<file path="src/rtl/bf16_mul_round_pack_pkg.sv">
// bf16_mul_round_pack_pkg
//   Shared definitions for the bfloat16 round/pack stage: operand class
//   codes, default exponent bias and canonical NaN, status flag bit
//   positions, the stage-1 pipeline payload and small packing helpers.
package bf16_mul_round_pack_pkg;

  typedef enum logic [1:0] {
    CLS_NORM = 2'b00,
    CLS_ZERO = 2'b01,
    CLS_INF  = 2'b10,
    CLS_NAN  = 2'b11
  } cls_e;

  localparam int          BIAS_DEF = 127;
  localparam logic [15:0] QNAN_DEF = 16'h7FC0;

  // Bit positions inside out_flags = {OF, UF, NX}
  localparam int FLAG_OF = 2;
  localparam int FLAG_UF = 1;
  localparam int FLAG_NX = 0;

  // Normalized product held between stage 1 and stage 2
  typedef struct packed {
    logic               s;
    cls_e               cls;
    logic [6:0]         mant;
    logic               g;
    logic               st;
    logic signed [9:0]  e;
  } s1_t;

  function automatic logic [15:0] inf_word(input logic s);
    return {s, 8'hFF, 7'h00};
  endfunction

  function automatic logic [15:0] zero_word(input logic s);
    return {s, 15'h0000};
  endfunction

endpackage

</file>
<file path="src/rtl/bf16_mul_round_pack_if.sv">
// bf16_mul_round_pack_if
//   Valid/ready bundle around the round/pack stage.
//   Upstream side : in_valid, in_ready, in_prod, in_exp_a, in_exp_b, in_s, in_cls
//   Downstream side: out_valid, out_ready, out_data, out_flags
//   slave  : the round/pack stage itself
//   master : whoever feeds products and consumes results
interface bf16_mul_round_pack_if;
  logic        in_valid;
  logic        in_ready;
  logic [15:0] in_prod;
  logic [7:0]  in_exp_a;
  logic [7:0]  in_exp_b;
  logic        in_s;
  logic [1:0]  in_cls;
  logic        out_valid;
  logic        out_ready;
  logic [15:0] out_data;
  logic [2:0]  out_flags;

  modport slave (
    input  in_valid, in_prod, in_exp_a, in_exp_b, in_s, in_cls, out_ready,
    output in_ready, out_valid, out_data, out_flags
  );

  modport master (
    output in_valid, in_prod, in_exp_a, in_exp_b, in_s, in_cls, out_ready,
    input  in_ready, out_valid, out_data, out_flags
  );
endinterface

</file>
<file path="src/rtl/bf16_rne_round.sv">
// bf16_rne_round
//   Combinational round-to-nearest-even and pack for a normalized product.
//   i_s    : result sign
//   i_mant : 7-bit fraction before rounding
//   i_g    : guard bit, i_st : sticky bit
//   i_e    : rebiased exponent before rounding (signed)
//   o_word : packed bfloat16 (overflow saturates to infinity)
//   o_of   : exponent overflow after rounding
//   o_nx   : result is inexact
module bf16_rne_round
  import bf16_mul_round_pack_pkg::*;
(
  input  logic              i_s,
  input  logic [6:0]        i_mant,
  input  logic              i_g,
  input  logic              i_st,
  input  logic signed [9:0] i_e,
  output logic [15:0]       o_word,
  output logic              o_of,
  output logic              o_nx
);

  logic              w_up;
  logic [7:0]        w_sum;
  logic signed [9:0] w_e_final;

  assign w_up  = i_g & (i_st | i_mant[0]);
  assign w_sum = {1'b0, i_mant} + {7'd0, w_up};

  // A carry out of the fraction means the significand reached 2.0: the low
  // seven bits are already zero, so only the exponent has to step.
  assign w_e_final = i_e + $signed({9'd0, w_sum[7]});

  assign o_of   = (w_e_final >= 10'sd255);
  assign o_nx   = o_of | i_g | i_st;
  assign o_word = o_of ? inf_word(i_s) : {i_s, w_e_final[7:0], w_sum[6:0]};

endmodule

</file>
<file path="src/rtl/bf16_mul_round_pack.sv">
// bf16_mul_round_pack
//   Two-stage pipeline after the bfloat16 significand multiplier.
//   Stage 1 normalizes the 1.7x1.7 product and rebiases the exponent;
//   stage 2 rounds to nearest-even, applies underflow flush and class
//   overrides, and registers the packed word with {OF, UF, NX}.
//   clk : rising-edge clock
//   rst : synchronous active-high reset
//   bus : valid/ready bundle (slave side), see bf16_mul_round_pack_if
module bf16_mul_round_pack
  import bf16_mul_round_pack_pkg::*;
#(
  parameter int          BIAS = BIAS_DEF,
  parameter logic [15:0] QNAN = QNAN_DEF
) (
  input  logic                   clk,
  input  logic                   rst,
  bf16_mul_round_pack_if.slave   bus
);

  logic        w_s2_adv;
  logic        w_in_ready;
  logic        w_n;
  s1_t         w_s1_next;
  logic        r_s1_valid;
  s1_t         r_s1;

  logic [15:0] w_rnd_word;
  logic        w_rnd_of;
  logic        w_rnd_nx;
  logic [15:0] w_res_data;
  logic [2:0]  w_res_flags;
  logic        r_out_valid;
  logic [15:0] r_out_data;
  logic [2:0]  r_out_flags;

  // Stage 2 frees up when empty or drained this cycle; stage 1 when empty
  // or moving into stage 2. Two results fit before upstream is stalled.
  assign w_s2_adv   = ~r_out_valid | bus.out_ready;
  assign w_in_ready = ~r_s1_valid | w_s2_adv;

  assign bus.in_ready  = w_in_ready;
  assign bus.out_valid = r_out_valid;
  assign bus.out_data  = r_out_data;
  assign bus.out_flags = r_out_flags;

  // ---------------- stage 1: normalize ----------------
  // NOTE: every field is assigned on every path so no latch is inferred.
  always_comb begin
    w_n           = bus.in_prod[15];
    w_s1_next.s   = bus.in_s;
    w_s1_next.cls = cls_e'(bus.in_cls);
    if (w_n) begin
      w_s1_next.mant = bus.in_prod[14:8];
      w_s1_next.g    = bus.in_prod[7];
      w_s1_next.st   = |bus.in_prod[6:0];
    end else begin
      w_s1_next.mant = bus.in_prod[13:7];
      w_s1_next.g    = bus.in_prod[6];
      w_s1_next.st   = |bus.in_prod[5:0];
    end
    w_s1_next.e = $signed({2'b00, bus.in_exp_a}) + $signed({2'b00, bus.in_exp_b})
                - 10'(BIAS) + $signed({9'd0, w_n});
  end

  // NOTE: state updates use non-blocking assignments so all flops sample together.
  always_ff @(posedge clk) begin
    if (rst) begin
      r_s1_valid <= 1'b0;
    end else if (w_in_ready) begin
      r_s1_valid <= bus.in_valid;
    end
  end

  // NOTE: the payload is deliberately not reset; r_s1_valid qualifies it.
  always_ff @(posedge clk) begin
    if (w_in_ready && bus.in_valid) begin
      r_s1 <= w_s1_next;
    end
  end

  // ---------------- stage 2: round / pack ----------------
  bf16_rne_round u_round (
    .i_s    (r_s1.s),
    .i_mant (r_s1.mant),
    .i_g    (r_s1.g),
    .i_st   (r_s1.st),
    .i_e    (r_s1.e),
    .o_word (w_rnd_word),
    .o_of   (w_rnd_of),
    .o_nx   (w_rnd_nx)
  );

  always_comb begin
    w_res_data  = w_rnd_word;
    w_res_flags = 3'b000;
    unique case (r_s1.cls)
      CLS_ZERO: w_res_data = zero_word(r_s1.s);
      CLS_INF:  w_res_data = inf_word(r_s1.s);
      CLS_NAN:  w_res_data = QNAN;
      default: begin
        // Underflow is judged on the pre-round exponent; no subnormals.
        if ($signed(r_s1.e) <= 10'sd0) begin
          w_res_data           = zero_word(r_s1.s);
          w_res_flags[FLAG_UF] = 1'b1;
          w_res_flags[FLAG_NX] = 1'b1;
        end else begin
          w_res_flags[FLAG_OF] = w_rnd_of;
          w_res_flags[FLAG_NX] = w_rnd_nx;
        end
      end
    endcase
  end

  always_ff @(posedge clk) begin
    if (rst) begin
      r_out_valid <= 1'b0;
      r_out_data  <= 16'h0000;
      r_out_flags <= 3'b000;
    end else if (w_s2_adv) begin
      r_out_valid <= r_s1_valid;
      if (r_s1_valid) begin
        r_out_data  <= w_res_data;
        r_out_flags <= w_res_flags;
      end
    end
  end

endmodule

</file>
<file path="src/flat_wrapper.sv">
// flat-port wrapper written by rule: the top's interface ports become plain ports
module bf16_mul_round_pack_flat import bf16_mul_round_pack_pkg::*;
#(
  parameter int          BIAS = BIAS_DEF,
  parameter logic [15:0] QNAN = QNAN_DEF
)
  (clk, rst, bus_in_valid, bus_in_prod, bus_in_exp_a, bus_in_exp_b, bus_in_s, bus_in_cls, bus_out_ready, bus_in_ready, bus_out_valid, bus_out_data, bus_out_flags);
  bf16_mul_round_pack_if bus_i ();
  input  logic clk;
  input  logic rst;
  input wire logic [$bits(bus_i.in_valid)-1:0] bus_in_valid;
  input wire logic [$bits(bus_i.in_prod)-1:0] bus_in_prod;
  input wire logic [$bits(bus_i.in_exp_a)-1:0] bus_in_exp_a;
  input wire logic [$bits(bus_i.in_exp_b)-1:0] bus_in_exp_b;
  input wire logic [$bits(bus_i.in_s)-1:0] bus_in_s;
  input wire logic [$bits(bus_i.in_cls)-1:0] bus_in_cls;
  input wire logic [$bits(bus_i.out_ready)-1:0] bus_out_ready;
  output wire logic [$bits(bus_i.in_ready)-1:0] bus_in_ready;
  output wire logic [$bits(bus_i.out_valid)-1:0] bus_out_valid;
  output wire logic [$bits(bus_i.out_data)-1:0] bus_out_data;
  output wire logic [$bits(bus_i.out_flags)-1:0] bus_out_flags;
  assign bus_i.in_valid = bus_in_valid;
  assign bus_i.in_prod = bus_in_prod;
  assign bus_i.in_exp_a = bus_in_exp_a;
  assign bus_i.in_exp_b = bus_in_exp_b;
  assign bus_i.in_s = bus_in_s;
  assign bus_i.in_cls = bus_in_cls;
  assign bus_i.out_ready = bus_out_ready;
  assign bus_in_ready = bus_i.in_ready;
  assign bus_out_valid = bus_i.out_valid;
  assign bus_out_data = bus_i.out_data;
  assign bus_out_flags = bus_i.out_flags;
  bf16_mul_round_pack #(.BIAS(BIAS), .QNAN(QNAN)) u_core (.clk(clk), .rst(rst), .bus(bus_i));
endmodule
</file>
<file path="config.mk">
export PLATFORM = sky130hd
export DESIGN_NAME = bf16_mul_round_pack_flat
export DESIGN_NICKNAME = d
export VERILOG_FILES = /design/src/rtl/bf16_mul_round_pack_pkg.sv /design/src/rtl/bf16_mul_round_pack_if.sv /design/src/rtl/bf16_rne_round.sv /design/src/rtl/bf16_mul_round_pack.sv /design/src/flat_wrapper.sv
export SDC_FILE = /design/constraint.sdc
export NUM_CORES = 1
export LEC_CHECK = 0
export ABC_AREA = 0
export BUFFER_PORTS_ARGS = -buffer_cell sky130_fd_sc_hd__buf_2
export CAP_MARGIN = 15
export CORE_MARGIN = 3
export CORE_UTILIZATION = 43
export DETAILED_ROUTE_END_ITERATION = 6
export PLACE_DENSITY_LB_ADDON = 0.2
export SYNTH_ARGS = -nofsm -noshare
export SYNTH_HDL_FRONTEND = slang
export SYNTH_HIERARCHICAL = 1
export SYNTH_SLANG_ARGS = --single-unit
</file>
<file path="constraint.sdc">
create_clock -name clk -period 5.1 [get_ports clk]
set_input_delay 1.275 -clock clk [delete_from_list [all_inputs] [get_ports clk]]
set_output_delay 1.275 -clock clk [all_outputs]
set_load 0.02 [all_outputs]
</file>
==> report_table.html, run 1 <==
<table>
<tr><th>Metric</th><th>Value</th></tr>
<tr><th colspan="2">Status</th></tr>
<tr><td>Outcome</td><td>completed</td></tr>
<tr><th colspan="2">Logic synthesis</th></tr>
<tr><td>Nets in the synthesized netlist</td><td>329</td></tr>
<tr><td>Yosys warning count</td><td>6</td></tr>
<tr><td>Primary FF master, synth</td><td>sky130_fd_sc_hd__edfxtp_1</td></tr>
<tr><td>Post-Synthesis Cell Area</td><td>2790 sq um</td></tr>
<tr><td>Number of storage elements in the synthesis netlist</td><td>between 40 and 50</td></tr>
<tr><td>Sequential-to-total area share from yosys stat</td><td>about two fifths</td></tr>
<tr><td>Synth Instances</td><td>approximately 270</td></tr>
<tr><td>Syn Area/Cell</td><td>slightly above 10 sq um</td></tr>
<tr><td>Number of flops mapped to enable cells by yosys</td><td>22</td></tr>
<tr><td>Number of different library cells in the post-synthesis netlist</td><td>between 60 and 70</td></tr>
<tr><td>Asr flop ratio synth</td><td>0%</td></tr>
<tr><th colspan="2">Clock tree</th></tr>
<tr><td>Post-CTS repair timing setup buffer count</td><td>0</td></tr>
<tr><td>Clock buffer count from CTS</td><td>5</td></tr>
<tr><td>Clock tree buffer depth</td><td>2</td></tr>
<tr><td>H-tree level count</td><td>2</td></tr>
<tr><td>Clk sink count</td><td>43</td></tr>
<tr><td>Latest clock arrival within the worst-skew pair</td><td>just under 300 ps</td></tr>
<tr><td>Root Driver</td><td>sky130_fd_sc_hd__clkbuf_8</td></tr>
<tr><td>Resized Gates After CTS</td><td>0</td></tr>
<tr><td>CTS tree</td><td>built</td></tr>
<tr><td>Hold_buf cts</td><td>0</td></tr>
<tr><td>CTS clock-pin slew for the worst setup and hold paths</td><td>~70 ps</td></tr>
<tr><th colspan="2">Layout</th></tr>
<tr><td>Most common library cell in the layout ignoring fill and taps</td><td>sky130_fd_sc_hd__buf_2</td></tr>
<tr><td>Number of inserted diodes</td><td>0</td></tr>
<tr><td>Commonest cells after routing, fill and taps aside</td><td>59 x sky130_fd_sc_hd__buf_2, 22 x sky130_fd_sc_hd__edfxtp_1, 21 x sky130_fd_sc_hd__dfxtp_1, 20 x sky130_fd_sc_hd__ha_1, 15 x sky130_fd_sc_hd__nand3_1</td></tr>
<tr><td>Area growth, synth to finish</td><td>14.6%</td></tr>
<tr><td>Number of nets in the finished design</td><td>between 300 and 400</td></tr>
<tr><td>Post-Layout Inst Area</td><td>3200 sq um</td></tr>
<tr><td>Final core occ</td><td>52.4%</td></tr>
<tr><td>Layout cells sized above 1</td><td>a little under a third</td></tr>
<tr><th colspan="2">STA</th></tr>
<tr><td>Max Transition Viols Final</td><td>0</td></tr>
<tr><td>Min Hold Slack</td><td>between 400 and 500 ps</td></tr>
<tr><td>Headroom to the max-slew limit</td><td>roughly two fifths</td></tr>
<tr><td>Final worst-path cycle share</td><td>67.0%</td></tr>
<tr><td>Final critical path time including I/O delays and setup</td><td>between 3000 and 4000 ps</td></tr>
<tr><td>Final setup violation count</td><td>0</td></tr>
<tr><td>Hold Violations, Final</td><td>0</td></tr>
<tr><td>RSZ-0062 raised after global routing</td><td>false</td></tr>
<tr><td>Highest clock frequency the design can meet</td><td>~290 MHz</td></tr>
<tr><td>Worst slew pin tran</td><td>about 900 ps</td></tr>
<tr><td>Worst Skew</td><td>about 8 ps</td></tr>
<tr><td>Setup_tns</td><td>0 ps</td></tr>
<tr><th colspan="2">Critical path</th></tr>
<tr><td>Crit start category</td><td>flip-flop</td></tr>
<tr><td>Required time worst endpoint</td><td>between 5000 and 6000 ps</td></tr>
<tr><td>Worst r2r dst</td><td>u_core/bus.out_flags[0]$_SDFFE_PP0P_</td></tr>
<tr><td>Type of the setup path with the least slack</td><td>reg2reg</td></tr>
<tr><td>Kind of capture point of the worst setup path</td><td>flip-flop</td></tr>
<tr><td>R2r startpoint</td><td>u_core/r_s1[10]$_DFFE_PP_</td></tr>
<tr><td>Reg2Reg Setup Slack</td><td>1680 ps</td></tr>
<tr><td>Top fanout value on the critical path</td><td>9</td></tr>
<tr><td>Logic depth of the worst register-to-register path</td><td>12</td></tr>
<tr><td>Arrival time at the worst endpoint</td><td>about 3600 ps</td></tr>
<tr><th colspan="2">Global route</th></tr>
<tr><td>Largest net degree at the start of global routing</td><td>23</td></tr>
<tr><td>Global-route wire length before repair</td><td>about 9500 um</td></tr>
<tr><td>Vias in the first global route</td><td>2074</td></tr>
<tr><td>Overflow after GRT</td><td>0</td></tr>
<tr><td>Initial antenna violation count</td><td>0</td></tr>
<tr><td>Total routing resource utilization after global routing</td><td>15.5%</td></tr>
<tr><th colspan="2">Die</th></tr>
<tr><td>Core Footprint</td><td>roughly 6100 sq um</td></tr>
<tr><td>Number of top-level pins</td><td>60</td></tr>
<tr><td>Die width</td><td>between 80 and 90 um</td></tr>
<tr><td>Chip height</td><td>about 87 um</td></tr>
<tr><td>Overall die area</td><td>7490 sq um</td></tr>
<tr><td>Std cell rows</td><td>28</td></tr>
<tr><td>Starting density of the core</td><td>between 40% and 50%</td></tr>
<tr><th colspan="2">Route</th></tr>
<tr><td>Detailed-route via count</td><td>around 2200</td></tr>
<tr><td>Final wirelength</td><td>around 5500 um</td></tr>
<tr><td>Detailed Routing Iterations Pass 1</td><td>4</td></tr>
<tr><td>DR vias/cell</td><td>5.54</td></tr>
<tr><td>Initial DRC Count</td><td>~140</td></tr>
<tr><td>Final ANT Viol Nets</td><td>0</td></tr>
<tr><td>DRC</td><td>0</td></tr>
<tr><td>Detail-routed net length per standard cell</td><td>13.6 um</td></tr>
<tr><th colspan="2">Hold path</th></tr>
<tr><td>Worst Hold Depth</td><td>2</td></tr>
<tr><td>Worst min-delay path startpoint</td><td>u_core/bus.out_flags[1]$_SDFFE_PP0P_</td></tr>
<tr><td>Class of the most critical hold timing path</td><td>reg2reg</td></tr>
<tr><td>Hold Crit Endpoint</td><td>u_core/bus.out_flags[1]$_SDFFE_PP0P_</td></tr>
<tr><th colspan="2">Place</th></tr>
<tr><td>Routability Congestion</td><td>~0.9</td></tr>
<tr><td>Total placed instance area</td><td>3120 sq um</td></tr>
<tr><td>Buffers on Ports</td><td>just under 60</td></tr>
<tr><td>Total half-perimeter wirelength after legalization and detailed placement</td><td>4320 um</td></tr>
<tr><th colspan="2">Power</th></tr>
<tr><td>Power density cells</td><td>approximately 260 nW/um^2</td></tr>
<tr><td>Worst IR drop on VDD</td><td>about 0.00015 V</td></tr>
<tr><td>Static leakage</td><td>roughly 1.3 nW</td></tr>
<tr><th colspan="2">Flow run</th></tr>
<tr><td># Max-Cap Violations</td><td>0</td></tr>
</table>
-- cells by family after synthesis --
| group | count (synthesis) | share of synthesized area [%] |
|---|---|---|
| AND/OR/NAND/NOR | 81 | 17.6 |
| AO/OA/AOI/OAI | 80 | 22.2 |
| flip-flops | 43 | 38.8 |
| buffers and inverters | 21 | 3.72 |
| adder cells (fa/ha/maj) | 21 | 9.69 |
| XOR/XNOR | 13 | 4.08 |
| multiplexers | 10 | 3.95 |
-- power by group --
group | internal (W) | switching [W] | total, W
clock network | 0.0000973 | 0.000103 | 0.000200
registers | 0.000398 | 0.0000348 | 0.000432
logic | 0.0000949 | 0.000114 | 0.000209
total | 0.000590 | 0.000252 | 0.000842
-- registers in the layout, summed over array words and instances (netlist names) --
register / flops
u_core/bus.out_flags: 3
u_core/bus.out_data: 16
u_core/r_s1_valid: 1
u_core/r_s1: 22
u_core/bus.out_valid: 1
-- Yosys cell counts (2+ instances only) --
master                     instances  area, sq um
sky130_fd_sc_hd__mux2i_1           2         20.0
sky130_fd_sc_hd__o21a_1            4         30.0
sky130_fd_sc_hd__edfxtp_1         22          661
sky130_fd_sc_hd__o21ai_0          10         50.1
sky130_fd_sc_hd__inv_1            11         41.3
sky130_fd_sc_hd__xnor2_1           7         61.3
sky130_fd_sc_hd__o21ai_1           3         15.0
sky130_fd_sc_hd__dfxtp_1          21          420
sky130_fd_sc_hd__nor4_1            3         18.8
sky130_fd_sc_hd__nand2_1          12         45.0
sky130_fd_sc_hd__a31o_2            2         17.5
sky130_fd_sc_hd__nor2_1           14         52.6
sky130_fd_sc_hd__a22o_2            7         70.1
sky130_fd_sc_hd__xor2_1            6         52.6
sky130_fd_sc_hd__ha_1             20          250
sky130_fd_sc_hd__buf_2             2         10.0
sky130_fd_sc_hd__o211ai_1          5         37.5
sky130_fd_sc_hd__nor3_1           11         55.1
sky130_fd_sc_hd__a21oi_1          14         70.1
sky130_fd_sc_hd__o22ai_1           5         31.3
sky130_fd_sc_hd__a211oi_1          3         22.5
sky130_fd_sc_hd__and2_1            3         18.8
sky130_fd_sc_hd__nand2b_1          2         12.5
sky130_fd_sc_hd__a221o_1           2         20.0
sky130_fd_sc_hd__a221o_2           6         67.6
sky130_fd_sc_hd__mux2_2            8         90.1
sky130_fd_sc_hd__o41ai_1           2         17.5
sky130_fd_sc_hd__buf_1             3         11.3
sky130_fd_sc_hd__nand3_1          15         75.1
sky130_fd_sc_hd__o21bai_1          2         15.0
sky130_fd_sc_hd__and3_1            2         12.5
sky130_fd_sc_hd__o32ai_1           2         17.5
sky130_fd_sc_hd__clkbuf_1          2         7.51
-- worst max-delay path by stage --
stage                         startpoint  depth (start not counted)                              endpoint  slack, ps
4_1_cts        u_core/r_s1[10]$_DFFE_PP_                         12  u_core/bus.out_flags[0]$_SDFFE_PP0P_       1730
6_report       u_core/r_s1[10]$_DFFE_PP_                         12  u_core/bus.out_flags[0]$_SDFFE_PP0P_       1680
3_3_place_gp             bus_in_prod[15]                         10              u_core/r_s1[8]$_DFFE_PP_       1630
5_1_grt        u_core/r_s1[10]$_DFFE_PP_                         12  u_core/bus.out_flags[0]$_SDFFE_PP0P_       1410
2_1_floorplan            bus_in_prod[15]                         10              u_core/r_s1[8]$_DFFE_PP_       1600
3_5_place_dp             bus_in_prod[15]                         10              u_core/r_s1[8]$_DFFE_PP_       1590
-- per-stage QoR --
| stage | instances | setup WS (ps) | power [W] |
|---|---|---|---|
| floorplan | 269 | 1600 | 0.000591 |
| global placement | 393 | 1630 | 0.000646 |
| detailed placement | 393 | 1590 | 0.000648 |
| CTS | 401 | 1730 | 0.000852 |
| global route | 401 | 1410 | 0.000899 |
| finish | 401 | 1680 | 0.000842 |
-- metal layers --
layer,vias to the layer above,GRT usage (%),share of wire (%)
met5,-,0,0
met4,0,6.09,1.7
met3,6,3.14,6.4
met2,67,23.4,43
met1,987,21.8,48
li1,1160,-,-
-- layout make-up --
class	instances	area (sq um)
fillers	597	2900
multi-input cells	205	1600
flip-flops and latches	43	1080
repair buffers	59	295
well taps	75	93.8
clock buffers	8	80.1
inverters	11	41.3
-- worst max-delay path, stage by stage (launching register included) --
cell and delay (ps):
sky130_fd_sc_hd__edfxtp_1 350, sky130_fd_sc_hd__o21a_1 130, sky130_fd_sc_hd__ha_1 180, sky130_fd_sc_hd__nand2_1 90, sky130_fd_sc_hd__nor3_1 220, sky130_fd_sc_hd__ha_1 250
sky130_fd_sc_hd__ha_1 390, sky130_fd_sc_hd__nand4_4 200, sky130_fd_sc_hd__or2_2 330, sky130_fd_sc_hd__a311oi_2 640, sky130_fd_sc_hd__o22a_1 290, sky130_fd_sc_hd__o211ai_1 110
sky130_fd_sc_hd__a21oi_1 160
Note: power is estimated with default switching activity, not from simulation.
==> run 2, diff against run 1 <==
Clock period 5.1 ns to 3.2 ns, I/O delays scaled along.
==> report_table.html, run 2 (synthesis results as in run 1) <==
<table>
<tr><th>Metric</th><th>Value</th></tr>
<tr><th colspan="2">STA</th></tr>
<tr><td>Highest clock frequency the design can meet</td><td>327 MHz (+12%)</td></tr>
<tr><td>Final setup violation count</td><td>0 (unchanged)</td></tr>
<tr><td>Final worst-path cycle share</td><td>95.6% (+29 points)</td></tr>
<tr><td>Worst slew pin tran</td><td>847 ps (-55.0 ps)</td></tr>
<tr><td>Final critical path time including I/O delays and setup</td><td>3060 ps (-358 ps)</td></tr>
<tr><td>Worst Skew</td><td>11.7 ps (+3.72 ps)</td></tr>
<tr><td>Max Transition Viols Final</td><td>0 (unchanged)</td></tr>
<tr><td>Hold Violations, Final</td><td>0 (unchanged)</td></tr>
<tr><td>Headroom to the max-slew limit</td><td>43.1% (+3.5 points)</td></tr>
<tr><td>Worst path setup slack after routing</td><td>140 ps (-1540 ps)</td></tr>
<tr><th colspan="2">Global route</th></tr>
<tr><td>Largest net degree at the start of global routing</td><td>23 (unchanged)</td></tr>
<tr><td>Total routing resource utilization after global routing</td><td>14.9% (-0.59 points)</td></tr>
<tr><td>Overflow after GRT</td><td>0 (unchanged)</td></tr>
<tr><td>Layer with the highest usage after global routing</td><td>met2</td></tr>
<tr><td>Met3 track demand over resource in global routing</td><td>3.52% (+0.38 points)</td></tr>
<tr><td>Initial antenna violation count</td><td>0 (unchanged)</td></tr>
<tr><td>Met1 Track Usage GR</td><td>21.4% (-0.41 points)</td></tr>
<tr><td>Vias in the first global route</td><td>2029 (-2.2%)</td></tr>
<tr><td>Global-route wire length before repair</td><td>9140 um (-3.7%)</td></tr>
<tr><td>Met2 Use GR</td><td>22.7% (-0.63 points)</td></tr>
<tr><th colspan="2">Critical path</th></tr>
<tr><td>Crit path cell chain</td><td>o21a_1, ha_1, nand2_1, nor3_1, ha_2, ha_2, nand4_4, or4b_4, a311oi_4, buf_4, o22a_1, o211ai_1, a21oi_1</td></tr>
<tr><td>Kind of capture point of the worst setup path</td><td>flip-flop</td></tr>
<tr><td>R2r startpoint</td><td>u_core/r_s1[10]$_DFFE_PP_</td></tr>
<tr><td>Worst-path cell with the longest stage delay</td><td>sky130_fd_sc_hd__or4b_4</td></tr>
<tr><td>Top fanout value on the critical path</td><td>9 (unchanged)</td></tr>
<tr><td>Arrival time at the worst endpoint</td><td>3290 ps (-340 ps)</td></tr>
<tr><td>Type of the setup path with the least slack</td><td>reg2reg</td></tr>
<tr><td>Crit start category</td><td>flip-flop</td></tr>
<tr><td>Required time worst endpoint</td><td>3430 ps (-1880 ps)</td></tr>
<tr><td>Worst Setup SP</td><td>u_core/r_s1[10]$_DFFE_PP_</td></tr>
<tr><td>Most common cell on crit path</td><td>sky130_fd_sc_hd__ha_2</td></tr>
<tr><td>Slowest stage delay, CP</td><td>530 ps (-110 ps)</td></tr>
<tr><th colspan="2">Status</th></tr>
<tr><td>Outcome</td><td>completed</td></tr>
<tr><th colspan="2">Clock tree</th></tr>
<tr><td>Hold_buf cts</td><td>0 (unchanged)</td></tr>
<tr><td>Clock tree buffer depth</td><td>2 (unchanged)</td></tr>
<tr><td>Root Driver</td><td>sky130_fd_sc_hd__clkbuf_8</td></tr>
<tr><td>CTS tree</td><td>built</td></tr>
<tr><td>CTS clock-pin slew for the worst setup and hold paths</td><td>80 ps (about the same)</td></tr>
<tr><td>H-tree level count</td><td>2 (unchanged)</td></tr>
<tr><td>Latest clock arrival within the worst-skew pair</td><td>290 ps (about the same)</td></tr>
<tr><td>Clk sink count</td><td>43 (unchanged)</td></tr>
<tr><td>Clock buffer count from CTS</td><td>5 (unchanged)</td></tr>
<tr><th colspan="2">Route</th></tr>
<tr><td>Detailed-route via count</td><td>2295 (+3.4%)</td></tr>
<tr><td>Initial DRC Count</td><td>156 (+13%)</td></tr>
<tr><td>DR vias/cell</td><td>5.63 (+1.6%)</td></tr>
<tr><td>Final wirelength</td><td>5590 um (+2.3%)</td></tr>
<tr><td>Final ANT Viol Nets</td><td>0 (unchanged)</td></tr>
<tr><td>DRC</td><td>0 (unchanged)</td></tr>
<tr><td>Detail-routed net length per standard cell</td><td>13.7 um (+0.55%)</td></tr>
<tr><td>Detailed Routing Iterations Pass 1</td><td>4 (unchanged)</td></tr>
<tr><th colspan="2">Power</th></tr>
<tr><td>Worst IR drop on VDD</td><td>0.000213 V (+41%)</td></tr>
<tr><td>Static leakage</td><td>1.32 nW (+2.8%)</td></tr>
<tr><td>Power density cells</td><td>417 nW/um^2 (+58%)</td></tr>
<tr><th colspan="2">Place</th></tr>
<tr><td>Buffers on Ports</td><td>59 (unchanged)</td></tr>
<tr><td>Total placed instance area</td><td>3160 sq um (+1.4%)</td></tr>
<tr><td>DP Worst Slack</td><td>127 ps (-1460 ps)</td></tr>
<tr><td>Routability Congestion</td><td>0.932 (+4.1%)</td></tr>
<tr><td>Total half-perimeter wirelength after legalization and detailed placement</td><td>4360 um (+0.85%)</td></tr>
<tr><th colspan="2">Layout</th></tr>
<tr><td>Post-Layout Inst Area</td><td>3260 sq um (+1.9%)</td></tr>
<tr><td>Flip-flop count of the largest register, all copies and words added</td><td>22 (unchanged)</td></tr>
<tr><td>Most common library cell in the layout ignoring fill and taps</td><td>sky130_fd_sc_hd__buf_2</td></tr>
<tr><td>Area growth, synth to finish</td><td>16.7%</td></tr>
<tr><td>Commonest cells after routing, fill and taps aside</td><td>59 x sky130_fd_sc_hd__buf_2, 22 x sky130_fd_sc_hd__edfxtp_1, 21 x sky130_fd_sc_hd__dfxtp_1, 18 x sky130_fd_sc_hd__ha_1, 15 x sky130_fd_sc_hd__nand3_1</td></tr>
<tr><td>Number of inserted diodes</td><td>0 (unchanged)</td></tr>
<tr><td>Layout cells sized above 1</td><td>33.6% (+2.7 points)</td></tr>
<tr><td>Number of nets in the finished design</td><td>392 (+1.8%)</td></tr>
<tr><td>Register with the highest flop count</td><td>u_core/r_s1</td></tr>
<tr><th colspan="2">Die</th></tr>
<tr><td>Number of top-level pins</td><td>60 (unchanged)</td></tr>
<tr><td>Std cell rows</td><td>28 (unchanged)</td></tr>
<tr><td>Die width</td><td>86.5 um (unchanged)</td></tr>
<tr><td>Core Footprint</td><td>6100 sq um (unchanged)</td></tr>
<tr><td>Starting density of the core</td><td>45.8% (unchanged)</td></tr>
<tr><td>Chip height</td><td>86.5 um (unchanged)</td></tr>
<tr><td>Overall die area</td><td>7490 sq um (unchanged)</td></tr>
<tr><th colspan="2">Flow run</th></tr>
<tr><td># Max-Cap Violations</td><td>0 (unchanged)</td></tr>
<tr><th colspan="2">Hold path</th></tr>
<tr><td>Worst min-delay path startpoint</td><td>u_core/bus.out_flags[1]$_SDFFE_PP0P_</td></tr>
<tr><td>Class of the most critical hold timing path</td><td>reg2reg</td></tr>
</table>
## run 2: timing repair
| item | in CTS | in global routing |
|---|---|---|
| gates resized for setup | 0 | 2 |
| endpoints found under the setup margin | 0 | 7 |
| setup buffers | 0 | 1 |
| endpoints found under the hold margin | 0 | 0 |
## run 2: through the flow
stage	total power [W]	cells	setup TNS (ps)	utilization (%)	hold WS (ps)
6_report	0.00136	408	0	53.4	459
5_1_grt	0.00144	408	-4.00	53.4	480
4_1_cts	0.00137	407	0	53.2	465
3_5_place_dp	0.00104	399	0	51.8	453
3_3_place_gp	0.00104	399	0	51.8	443
2_1_floorplan	0.000942	269	0	-	527
## run 2: per-layer routing
metal / up-vias / part of all wire, %
li1: 1166 / -
met1: 1055 / 49
met2: 70 / 44
met3: 4 / 5.8
met4: 0 / 0.48
met5: - / 0
## run 2: worst paths after layout
check	to	cells after the start	slack [ps]
setup / recovery	u_core/bus.out_flags[0]$_SDFFE_PP0P_	13	140
hold / removal	u_core/bus.out_flags[1]$_SDFFE_PP0P_	2	460
setup reg to reg	u_core/bus.out_flags[0]$_SDFFE_PP0P_	13	140
hold reg to reg	u_core/bus.out_flags[1]$_SDFFE_PP0P_	2	460
## run 2: area by class of cell
class,instances,area (sq um)
Inverter,11,41.3
Timing Repair Buffer,66,348
Tap cell,75,93.8
Fill cell,624,2840
Sequential cell,43,1080
Clock inverter,1,5.00
Multi-Input combinational cell,205,1610
Clock buffer,7,77.6
## run 2: critical path, delay by kind of cell (launching register included)
family                   cells  cell delay (ps)
AND/OR/NAND/NOR              4             1000
AO/OA/AOI/OAI                5              790
adder cells (fa/ha/maj)      3              630
flip-flops                   1              360
buffers and inverters        1              200
## run 2: report_power, final
part	internal, W	total (W)	switching (W)	leakage, nW
clock	0.000156	0.000325	0.000169	0.0452
sequential	0.000633	0.000689	0.0000558	0.385
combinational	0.000159	0.000343	0.000184	0.890
